<file path="src/rtl/nmi_bus_arbiter_if.sv">
`timescale 1ns/1ps
// ---------------------------------------------------------------------------
// nmi_bus_arbiter_if
// One NMI request/response channel.
//
// The requester drives valid/addr/wdata/wstrb and holds them until it sees
// ready. The responder pulses ready for one cycle, with rdata valid in that
// same cycle. A wstrb of 0 means a read.
//
// Signals:
//   valid  requester -> responder  request pending
//   addr   requester -> responder  32-bit address
//   wdata  requester -> responder  32-bit write data
//   wstrb  requester -> responder  byte strobes
//   ready  responder -> requester  one-cycle completion pulse
//   rdata  responder -> requester  read data, valid when ready
//
// Modports:
//   master  the side that issues requests
//   slave   the side that answers them
// ---------------------------------------------------------------------------
interface nmi_bus_arbiter_if;
   logic        valid;
   logic [31:0] addr;
   logic [31:0] wdata;
   logic [3:0]  wstrb;
   logic        ready;
   logic [31:0] rdata;

   modport master (output valid, addr, wdata, wstrb, input ready, rdata);
   modport slave  (input valid, addr, wdata, wstrb, output ready, rdata);
endinterface

</file>
<file path="src/rtl/nmi_bus_arbiter.sv">
`timescale 1ns/1ps
// ---------------------------------------------------------------------------
// nmi_bus_arbiter
// Lets two masters share one NMI slave. m0 is the CPU and m1 is the DMA
// engine. The grant is registered and stays with one master for the whole
// transaction. A watchdog ends any access that hangs and returns an error
// data word instead.
//
// Parameters:
//   PRIO_MODE  0 = round-robin between m0 and m1
//              1 = fixed priority, where m0 always wins
//   TMO_W      width of the timeout counter
//   TMO_CYC    number of BUSY cycles without s.ready before the access is
//              aborted (1 .. 2^TMO_W-1)
//   TMO_RDATA  rdata returned on an aborted access
//
// Ports:
//   clk_i         system clock
//   rst_n_i       asynchronous reset, active low
//   m0            CPU channel (slave modport)
//   m1            DMA channel (slave modport)
//   s             shared slave channel (master modport)
//   tmo_clr_i     clears tmo_sticky_o
//   tmo_pulse_o   one-cycle pulse in the cycle a timeout abort completes
//   tmo_sticky_o  set by a timeout and cleared by tmo_clr_i; if both happen
//                 in the same cycle, the set wins
// ---------------------------------------------------------------------------
module nmi_bus_arbiter #(
   parameter int          PRIO_MODE = 0,
   parameter int          TMO_W     = 10,
   parameter int          TMO_CYC   = 1023,
   parameter logic [31:0] TMO_RDATA = 32'hDEAD_BEEF
) (
   input  logic              clk_i,
   input  logic              rst_n_i,
   nmi_bus_arbiter_if.slave  m0,
   nmi_bus_arbiter_if.slave  m1,
   nmi_bus_arbiter_if.master s,
   input  logic              tmo_clr_i,
   output logic              tmo_pulse_o,
   output logic              tmo_sticky_o
);

   typedef enum logic [1:0] {
      ST_IDLE  = 2'd0,
      ST_BUSY  = 2'd1,
      ST_ABORT = 2'd2
   } state_t;

   // tmo_cnt reaches this value on the last BUSY cycle that is still allowed
   // to complete normally.
   localparam logic [TMO_W-1:0] TMO_LAST = TMO_W'(TMO_CYC - 1);

   state_t           state_q, state_d;
   logic             gnt_q, gnt_d;           // 0 = m0, 1 = m1
   logic             rr_last_q, rr_last_d;   // master served most recently
   logic [TMO_W-1:0] tmo_cnt_q, tmo_cnt_d;
   logic             tmo_sticky_q, tmo_sticky_d;

   logic             gnt_valid;
   logic             pick;
   logic             resp_ready;
   logic [31:0]      resp_rdata;

   // Choose the winner for the next grant. When both masters request,
   // round-robin favours the one that was not served last. Reset sets
   // rr_last to m1, so m0 wins the first tie.
   always_comb begin
      gnt_valid = gnt_q ? m1.valid : m0.valid;
      if (m0.valid && m1.valid) begin
         pick = (PRIO_MODE != 0) ? 1'b0 : ~rr_last_q;
      end else begin
         pick = m1.valid & ~m0.valid;
      end
   end

   // The shared slave sees the granted master only while in BUSY. At all
   // other times every s.* output is driven to zero.
   always_comb begin
      s.valid = 1'b0;
      s.addr  = '0;
      s.wdata = '0;
      s.wstrb = '0;
      if (state_q == ST_BUSY) begin
         s.valid = gnt_valid;
         s.addr  = gnt_q ? m1.addr  : m0.addr;
         s.wdata = gnt_q ? m1.wdata : m0.wdata;
         s.wstrb = gnt_q ? m1.wstrb : m0.wstrb;
      end
   end

   // Route the response to the granted master only. A normal completion
   // passes s.ready and s.rdata straight through in the same cycle. In
   // ABORT the response comes from registered state, and any s.ready that
   // arrives during ABORT has no effect.
   always_comb begin
      resp_ready = 1'b0;
      resp_rdata = '0;
      if (state_q == ST_BUSY && gnt_valid && s.ready) begin
         resp_ready = 1'b1;
         resp_rdata = s.rdata;
      end else if (state_q == ST_ABORT) begin
         resp_ready = 1'b1;
         resp_rdata = TMO_RDATA;
      end
      m0.ready = resp_ready & ~gnt_q;
      m0.rdata = (resp_ready & ~gnt_q) ? resp_rdata : '0;
      m1.ready = resp_ready & gnt_q;
      m1.rdata = (resp_ready & gnt_q) ? resp_rdata : '0;
   end

   // Next-state logic for the transaction FSM.
   // - If the granted master drops valid during BUSY, the access is
   //   abandoned. No ready is returned and rr_last is left unchanged.
   // - The watchdog counts only the BUSY cycles in which no s.ready arrives.
   always_comb begin
      state_d      = state_q;
      gnt_d        = gnt_q;
      rr_last_d    = rr_last_q;
      tmo_cnt_d    = tmo_cnt_q;
      tmo_sticky_d = tmo_sticky_q & ~tmo_clr_i;
      unique case (state_q)
         ST_IDLE: begin
            if (m0.valid || m1.valid) begin
               gnt_d     = pick;
               tmo_cnt_d = '0;
               state_d   = ST_BUSY;
            end
         end
         ST_BUSY: begin
            if (!gnt_valid) begin
               state_d = ST_IDLE;
            end else if (s.ready) begin
               rr_last_d = gnt_q;
               state_d   = ST_IDLE;
            end else if (tmo_cnt_q == TMO_LAST) begin
               state_d = ST_ABORT;
            end else begin
               tmo_cnt_d = tmo_cnt_q + TMO_W'(1);
            end
         end
         ST_ABORT: begin
            rr_last_d    = gnt_q;
            tmo_sticky_d = 1'b1;
            state_d      = ST_IDLE;
         end
         default: begin
            state_d = ST_IDLE;
         end
      endcase
   end

   // State registers. Reset clears everything at once, so an access that
   // is in flight at that moment is dropped without a response.
   always_ff @(posedge clk_i or negedge rst_n_i) begin
      if (!rst_n_i) begin
         state_q      <= ST_IDLE;
         gnt_q        <= 1'b0;
         rr_last_q    <= 1'b1;
         tmo_cnt_q    <= '0;
         tmo_sticky_q <= 1'b0;
      end else begin
         state_q      <= state_d;
         gnt_q        <= gnt_d;
         rr_last_q    <= rr_last_d;
         tmo_cnt_q    <= tmo_cnt_d;
         tmo_sticky_q <= tmo_sticky_d;
      end
   end

   assign tmo_pulse_o  = (state_q == ST_ABORT);
   assign tmo_sticky_o = tmo_sticky_q;

endmodule

</file>
<file path="src/flat_wrapper.sv">
// flat-port wrapper written by rule: the top's interface ports become plain ports
module nmi_bus_arbiter_flat 
#(
   parameter int          PRIO_MODE = 0,
   parameter int          TMO_W     = 10,
   parameter int          TMO_CYC   = 1023,
   parameter logic [31:0] TMO_RDATA = 32'hDEAD_BEEF
)
  (clk_i, rst_n_i, tmo_clr_i, tmo_pulse_o, tmo_sticky_o, m0_valid, m0_addr, m0_wdata, m0_wstrb, m0_ready, m0_rdata, m1_valid, m1_addr, m1_wdata, m1_wstrb, m1_ready, m1_rdata, s_valid, s_addr, s_wdata, s_wstrb, s_ready, s_rdata);
  nmi_bus_arbiter_if m0_i ();
  nmi_bus_arbiter_if m1_i ();
  nmi_bus_arbiter_if s_i ();
  input  logic clk_i;
  input  logic rst_n_i;
  input  logic tmo_clr_i;
  output logic tmo_pulse_o;
  output logic tmo_sticky_o;
  input wire logic [$bits(m0_i.valid)-1:0] m0_valid;
  input wire logic [$bits(m0_i.addr)-1:0] m0_addr;
  input wire logic [$bits(m0_i.wdata)-1:0] m0_wdata;
  input wire logic [$bits(m0_i.wstrb)-1:0] m0_wstrb;
  output wire logic [$bits(m0_i.ready)-1:0] m0_ready;
  output wire logic [$bits(m0_i.rdata)-1:0] m0_rdata;
  input wire logic [$bits(m1_i.valid)-1:0] m1_valid;
  input wire logic [$bits(m1_i.addr)-1:0] m1_addr;
  input wire logic [$bits(m1_i.wdata)-1:0] m1_wdata;
  input wire logic [$bits(m1_i.wstrb)-1:0] m1_wstrb;
  output wire logic [$bits(m1_i.ready)-1:0] m1_ready;
  output wire logic [$bits(m1_i.rdata)-1:0] m1_rdata;
  output wire logic [$bits(s_i.valid)-1:0] s_valid;
  output wire logic [$bits(s_i.addr)-1:0] s_addr;
  output wire logic [$bits(s_i.wdata)-1:0] s_wdata;
  output wire logic [$bits(s_i.wstrb)-1:0] s_wstrb;
  input wire logic [$bits(s_i.ready)-1:0] s_ready;
  input wire logic [$bits(s_i.rdata)-1:0] s_rdata;
  assign m0_i.valid = m0_valid;
  assign m0_i.addr = m0_addr;
  assign m0_i.wdata = m0_wdata;
  assign m0_i.wstrb = m0_wstrb;
  assign m0_ready = m0_i.ready;
  assign m0_rdata = m0_i.rdata;
  assign m1_i.valid = m1_valid;
  assign m1_i.addr = m1_addr;
  assign m1_i.wdata = m1_wdata;
  assign m1_i.wstrb = m1_wstrb;
  assign m1_ready = m1_i.ready;
  assign m1_rdata = m1_i.rdata;
  assign s_valid = s_i.valid;
  assign s_addr = s_i.addr;
  assign s_wdata = s_i.wdata;
  assign s_wstrb = s_i.wstrb;
  assign s_i.ready = s_ready;
  assign s_i.rdata = s_rdata;
  nmi_bus_arbiter #(.PRIO_MODE(PRIO_MODE), .TMO_W(TMO_W), .TMO_CYC(TMO_CYC), .TMO_RDATA(TMO_RDATA)) u_core (.clk_i(clk_i), .rst_n_i(rst_n_i), .m0(m0_i), .m1(m1_i), .s(s_i), .tmo_clr_i(tmo_clr_i), .tmo_pulse_o(tmo_pulse_o), .tmo_sticky_o(tmo_sticky_o));
endmodule
</file>
<file path="config.mk">
export PLATFORM = sky130hd
export DESIGN_NAME = nmi_bus_arbiter_flat
export DESIGN_NICKNAME = d
export VERILOG_FILES = /design/src/rtl/nmi_bus_arbiter_if.sv /design/src/rtl/nmi_bus_arbiter.sv /design/src/flat_wrapper.sv
export SDC_FILE = /design/constraint.sdc
export NUM_CORES = 1
export LEC_CHECK = 0
export ABC_AREA = 0
export CORE_AREA = 4 4 119 121
export DETAILED_ROUTE_END_ITERATION = 7
export DIE_AREA = 0 0 123 125
export PLACE_DENSITY_LB_ADDON = 0.3
export SLEW_MARGIN = 15
export SYNTH_ARGS = -nofsm -noshare
export SYNTH_HDL_FRONTEND = slang
export SYNTH_SLANG_ARGS = --single-unit
</file>
<file path="constraint.sdc">
create_clock -name clk_i -period 2.75 [get_ports clk_i]
set_input_delay 0.4125 -clock clk_i [delete_from_list [all_inputs] [get_ports clk_i]]
set_output_delay 0.4125 -clock clk_i [all_outputs]
set_load 0.005 [all_outputs]
</file>
==> impl_metrics.json <==
{
  "finalWirelength_um": 12700,
  "first_iter_violations": 119,
  "kind_of_critical_path": "primary input to primary output",
  "seq_area_um2": 380,
  "holdPathStages": 2,
  "floorplan.die.height_um": 125,
  "report.final.hold_viol_count": 0,
  "timing_max_transition_violations_final": 0,
  "post_synth_fa_ha_maj_area_fraction_pct": 1.11,
  "swShare_pct": 38.6,
  "initial_cell_density_of_the_core_pct": 17.2,
  "critical_path.slowest_cell": "sky130_fd_sc_hd__clkdlybuf4s50_1",
  "portBuffers": 310,
  "drive_gt1_share_pct": 3.61,
  "grt_remaining_overflow": 0,
  "post_drt_via_cell_ratio": 4.26,
  "critical_path_required_ns": 2.34,
  "first_pass_iters": 4,
  "first_pass_grt_wire_length_um": 18600,
  "grt_max_degree": 82,
  "worst_path_fanout_max": 26,
  "synth.yosys.warnings": 0,
  "fin_crit_sh_pct": 95.2,
  "multiInputGateArea_um2": 1750,
  "rsz0062_at_grt": "no",
  "maxCapViolCount": 0,
  "worst_r2r_path_depth": 5,
  "synth-compound-area-share_pct": 7.46,
  "postCtsSetupBuffers": 0,
  "antenna_violating_nets_left": 0,
  "clock-skew-final_ns": 0.00148,
  "worstSkewPairLatency_ns": 0.24,
  "report.final.setup_viol": 0,
  "timing.hold.worst.class": "flop to flop",
  "worst-slew-pin-transition_ns": 0.682,
  "critPathArrivalTime_ns": 2.20,
  "cts_h_tree_lvls": 1,
  "outcome": "finished, final reports clean",
  "syn_nets": 514,
  "synthSimpleGateAreaFrac_pct": 37.6,
  "die_w_um": 123,
  "share_of_power_burned_in_registers_pct": 11.6,
  "flip_flop_and_latch_count_after_synthesis": 15,
  "num_antenna_cells": 0,
  "fp-row-count": 42,
  "fin_total_pwr_mw": 3.27,
  "p_sw_mw": 1.26,
  "cts_num_sinks": 15,
  "internal_power_mw": 2.01,
  "yosys.area_share.xor_xnor_pct": 0,
  "tightest_slew_margin_relative_to_the_limit_pct": 54.4,
  "synth.yosys.seq_area_share_pct": 16.8,
  "timing.critical_path.buf_inv": 3,
  "fmax_mhz": 382,
  "static-leakage-power_nw": 2.52,
  "critPathLaunchType": "primary input",
  "cell_pwr_density_nw_per_um2": 574,
  "setup-tns-final_ns": 0,
  "synthDistinctLibCells": 36,
  "finalWorstPathRequiredPeriod_ns": 2.62,
  "pin_count": 311,
  "max_stage_delay_ns": 0.46,
  "main_combinational_cell_family_by_area_after_synthesis": "simple AND/OR/NAND/NOR gates",
  "route.vias.total": 3471,
  "globalRouteTotalUtil_pct": 14.7,
  "finish.cell_count_without_fillers": 814,
  "number_of_global_route_vias_before_repair": 3636,
  "critical_path_depth": 7,
  "die-area_um2": 15400,
  "cpMostUsedCell": "sky130_fd_sc_hd__clkdlybuf4s50_1",
  "pwr-share-comb_pct": 79.7,
  "clk_transition_reported_paths_ns": 0.05,
  "placed_cell_area_um2": 5610,
  "cts_tree": "built",
  "synthMuxAreaShare_pct": 31.2,
  "area_growth_pct": 153,
  "critical_path.top_delay_family": "buffers and inverters",
  "max-clock-path-buffers": 2,
  "post_drt_wl_per_cell_um": 15.6,
  "fillerInstances": 1257,
  "timing.critical_path.cells": "clkdlybuf4s50_1, mux2_2, and3_1, o21ai_2, buf_12, nor2_1, clkdlybuf4s50_1",
  "drt_drc_violations_left": 0,
  "gp_weighted_congestion": 0.849,
  "max-vdd-ir-drop_uv": 564,
  "dp.cells": 810,
  "final_design_area_excluding_fillers_um2": 5700,
  "critPathCaptureType": "primary output",
  "synth_area_um2": 2250,
  "grt_antenna_before_repair": 0,
  "clock-root-buffer": "sky130_fd_sc_hd__clkbuf_16",
  "p_clk_share_pct": 8.7,
  "synthCells": 338,
  "nNetsFinal": 815,
  "cts-buffers-inserted": 3,
  "post-route-util_pct": 43.6,
  "floorplan.core_area_um2": 13100,
  "dp_hpwl_um": 10400,
  "syn_avg_cell_area_um2": 6.65
}
## routing by layer
| layer | up-vias | share of wire, % | global-route usage (%) | routed length, um |
|---|---|---|---|---|
| met4 | 0 | 1.1 | 2.74 | 134 |
| met3 | 10 | 10 | 3.79 | 1280 |
| met2 | 176 | 52 | 28.8 | 6550 |
| li1 | 1735 | - | - | - |
| met1 | 1550 | 37 | 15.7 | 4700 |
| met5 | - | 0 | 0 | 0 |
## cell usage in the layout (no fill, tap or decap), drive strengths merged, types with 3 or more instances in the layout
master | synthesis | routed
dfrtp | 14 | 14
inv | 7 | 7
or3 | 3 | 3
a31oi | 5 | 5
buf | 12 | 11
a211o | 3 | 3
nand2 | 4 | 4
o21ai | 5 | 5
nand3 | 7 | 7
a21o | 3 | 3
and3 | 13 | 13
nor2 | 145 | 145
mux2i | 69 | 69
clkdlybuf4s50 | 0 | 310
nand2b | 3 | 3
clkbuf | 13 | 4
and2 | 8 | 8
nor3 | 4 | 4
## area by class of cell
class / count / share of cell area [%]
Sequential cell: 15 / 6.67
Timing Repair Buffer: 321 / 56.8
Tap cell: 176 / 3.86
Inverter: 8 / 0.527
Clock buffer: 4 / 1.38
Multi-Input combinational cell: 290 / 30.8
## cell families (layout without fill, tap and decap cells)
kind of cell             count (synthesis)  count (layout)
AO/OA/AOI/OAI                           23              23
buffers and inverters                   33             333
AND/OR/NAND/NOR                        195             195
adder cells (fa/ha/maj)                  2               2
flip-flops                              15              15
multiplexers                            70              70
## sequential cells by signal, summed over array words and instances (netlist names)
register	flops
u_core.gnt_q	1
u_core.tmo_sticky_o	1
u_core.tmo_cnt_q	10
u_core.state_q	2
u_core.rr_last_q	1
## stage by stage
| step | setup WS, ns | hold slack (ns) |
|---|---|---|
| final | 0.133 | 0.466 |
| after global routing | 0.0307 | 0.489 |
| after CTS | 0.0638 | 0.467 |
| after detailed placement | -0.0215 | 0.458 |
| after global placement | 0.0298 | 0.462 |
| after floorplan | 0.682 | 0.117 |
## cell usage after synthesis
| cell | instances | area (um^2) |
|---|---|---|
| sky130_fd_sc_hd__ha_1 | 2 | 25.0 |
| sky130_fd_sc_hd__nand4_1 | 1 | 6.26 |
| sky130_fd_sc_hd__dfstp_2 | 1 | 26.3 |
| sky130_fd_sc_hd__or3_1 | 3 | 18.8 |
| sky130_fd_sc_hd__o21ai_2 | 1 | 8.76 |
| sky130_fd_sc_hd__mux2_2 | 1 | 11.3 |
| sky130_fd_sc_hd__clkinv_1 | 1 | 3.75 |
| sky130_fd_sc_hd__inv_1 | 7 | 26.3 |
| sky130_fd_sc_hd__a211o_1 | 3 | 26.3 |
| sky130_fd_sc_hd__a21oi_1 | 1 | 5.00 |
| sky130_fd_sc_hd__or4_4 | 1 | 11.3 |
| sky130_fd_sc_hd__nor4_1 | 1 | 6.26 |
| sky130_fd_sc_hd__a221o_1 | 1 | 10.0 |
| sky130_fd_sc_hd__nor2_1 | 145 | 544 |
| sky130_fd_sc_hd__nor3_1 | 4 | 20.0 |
| sky130_fd_sc_hd__nand2_1 | 4 | 15.0 |
| sky130_fd_sc_hd__a21boi_1 | 1 | 7.51 |
| sky130_fd_sc_hd__nand2b_1 | 3 | 18.8 |
| sky130_fd_sc_hd__and3_1 | 13 | 81.3 |
| sky130_fd_sc_hd__and2_1 | 8 | 50.1 |
| sky130_fd_sc_hd__nor3b_1 | 1 | 7.51 |
| sky130_fd_sc_hd__and4_1 | 2 | 17.5 |
| sky130_fd_sc_hd__nand3_1 | 7 | 35.0 |
| sky130_fd_sc_hd__buf_2 | 7 | 35.0 |
| sky130_fd_sc_hd__dfrtp_1 | 14 | 350 |
| sky130_fd_sc_hd__clkbuf_1 | 13 | 48.8 |
| sky130_fd_sc_hd__a31oi_1 | 5 | 31.3 |
| sky130_fd_sc_hd__a21o_1 | 3 | 22.5 |
| sky130_fd_sc_hd__mux2i_1 | 69 | 691 |
| sky130_fd_sc_hd__o211ai_2 | 1 | 12.5 |
| sky130_fd_sc_hd__a41oi_1 | 1 | 8.76 |
| sky130_fd_sc_hd__nor2b_1 | 2 | 12.5 |
| sky130_fd_sc_hd__o211ai_1 | 1 | 7.51 |
| sky130_fd_sc_hd__o31ai_1 | 1 | 7.51 |
| sky130_fd_sc_hd__o21ai_0 | 4 | 20.0 |
| sky130_fd_sc_hd__buf_1 | 5 | 18.8 |
## worst register-to-register path, cell delays in order, from the launching register on
cell and delay (ns):
sky130_fd_sc_hd__dfrtp_4 0.43, sky130_fd_sc_hd__buf_12 0.38, sky130_fd_sc_hd__mux2i_1 0.22, sky130_fd_sc_hd__or3_1 0.50, sky130_fd_sc_hd__or4_4 0.56, sky130_fd_sc_hd__o211ai_2 0.09
## worst paths after layout
check                                                  start                         endpoint  slack, ns
worst min-delay path            u_core.rr_last_q$_DFFE_PN1P_     u_core.rr_last_q$_DFFE_PN1P_       0.47
worst max register to register      u_core.gnt_q$_DFFE_PN0P_  u_core.tmo_cnt_q[8]$_DFFE_PN0P_       0.49
max in group asynchronous                            rst_n_i         u_core.gnt_q$_DFFE_PN0P_       1.66
worst min register to register  u_core.rr_last_q$_DFFE_PN1P_     u_core.rr_last_q$_DFFE_PN1P_       0.47
min in group asynchronous                            rst_n_i  u_core.tmo_cnt_q[3]$_DFFE_PN0P_       0.58
worst max-delay path                                m0_valid                     m1_rdata[10]       0.13
## power by group through the flow
stage	Sequential (mW)	Clock (mW)	Combinational (mW)
4_1_cts	0.378	0.293	2.65
3_3_place_gp	0.377	0	2.60
3_5_place_dp	0.381	0	2.62
2_1_floorplan	0.347	0	1.21
6_report	0.380	0.284	2.61
5_1_grt	0.392	0.306	2.81
## what timing repair did
action	4_1_cts	5_1_grt
pin swaps	0	1
hold buffers	0	0
endpoints found under the setup margin	8	17
cloned	0	0
resized for setup	1	2
Power figures use the tool's default switching activity.
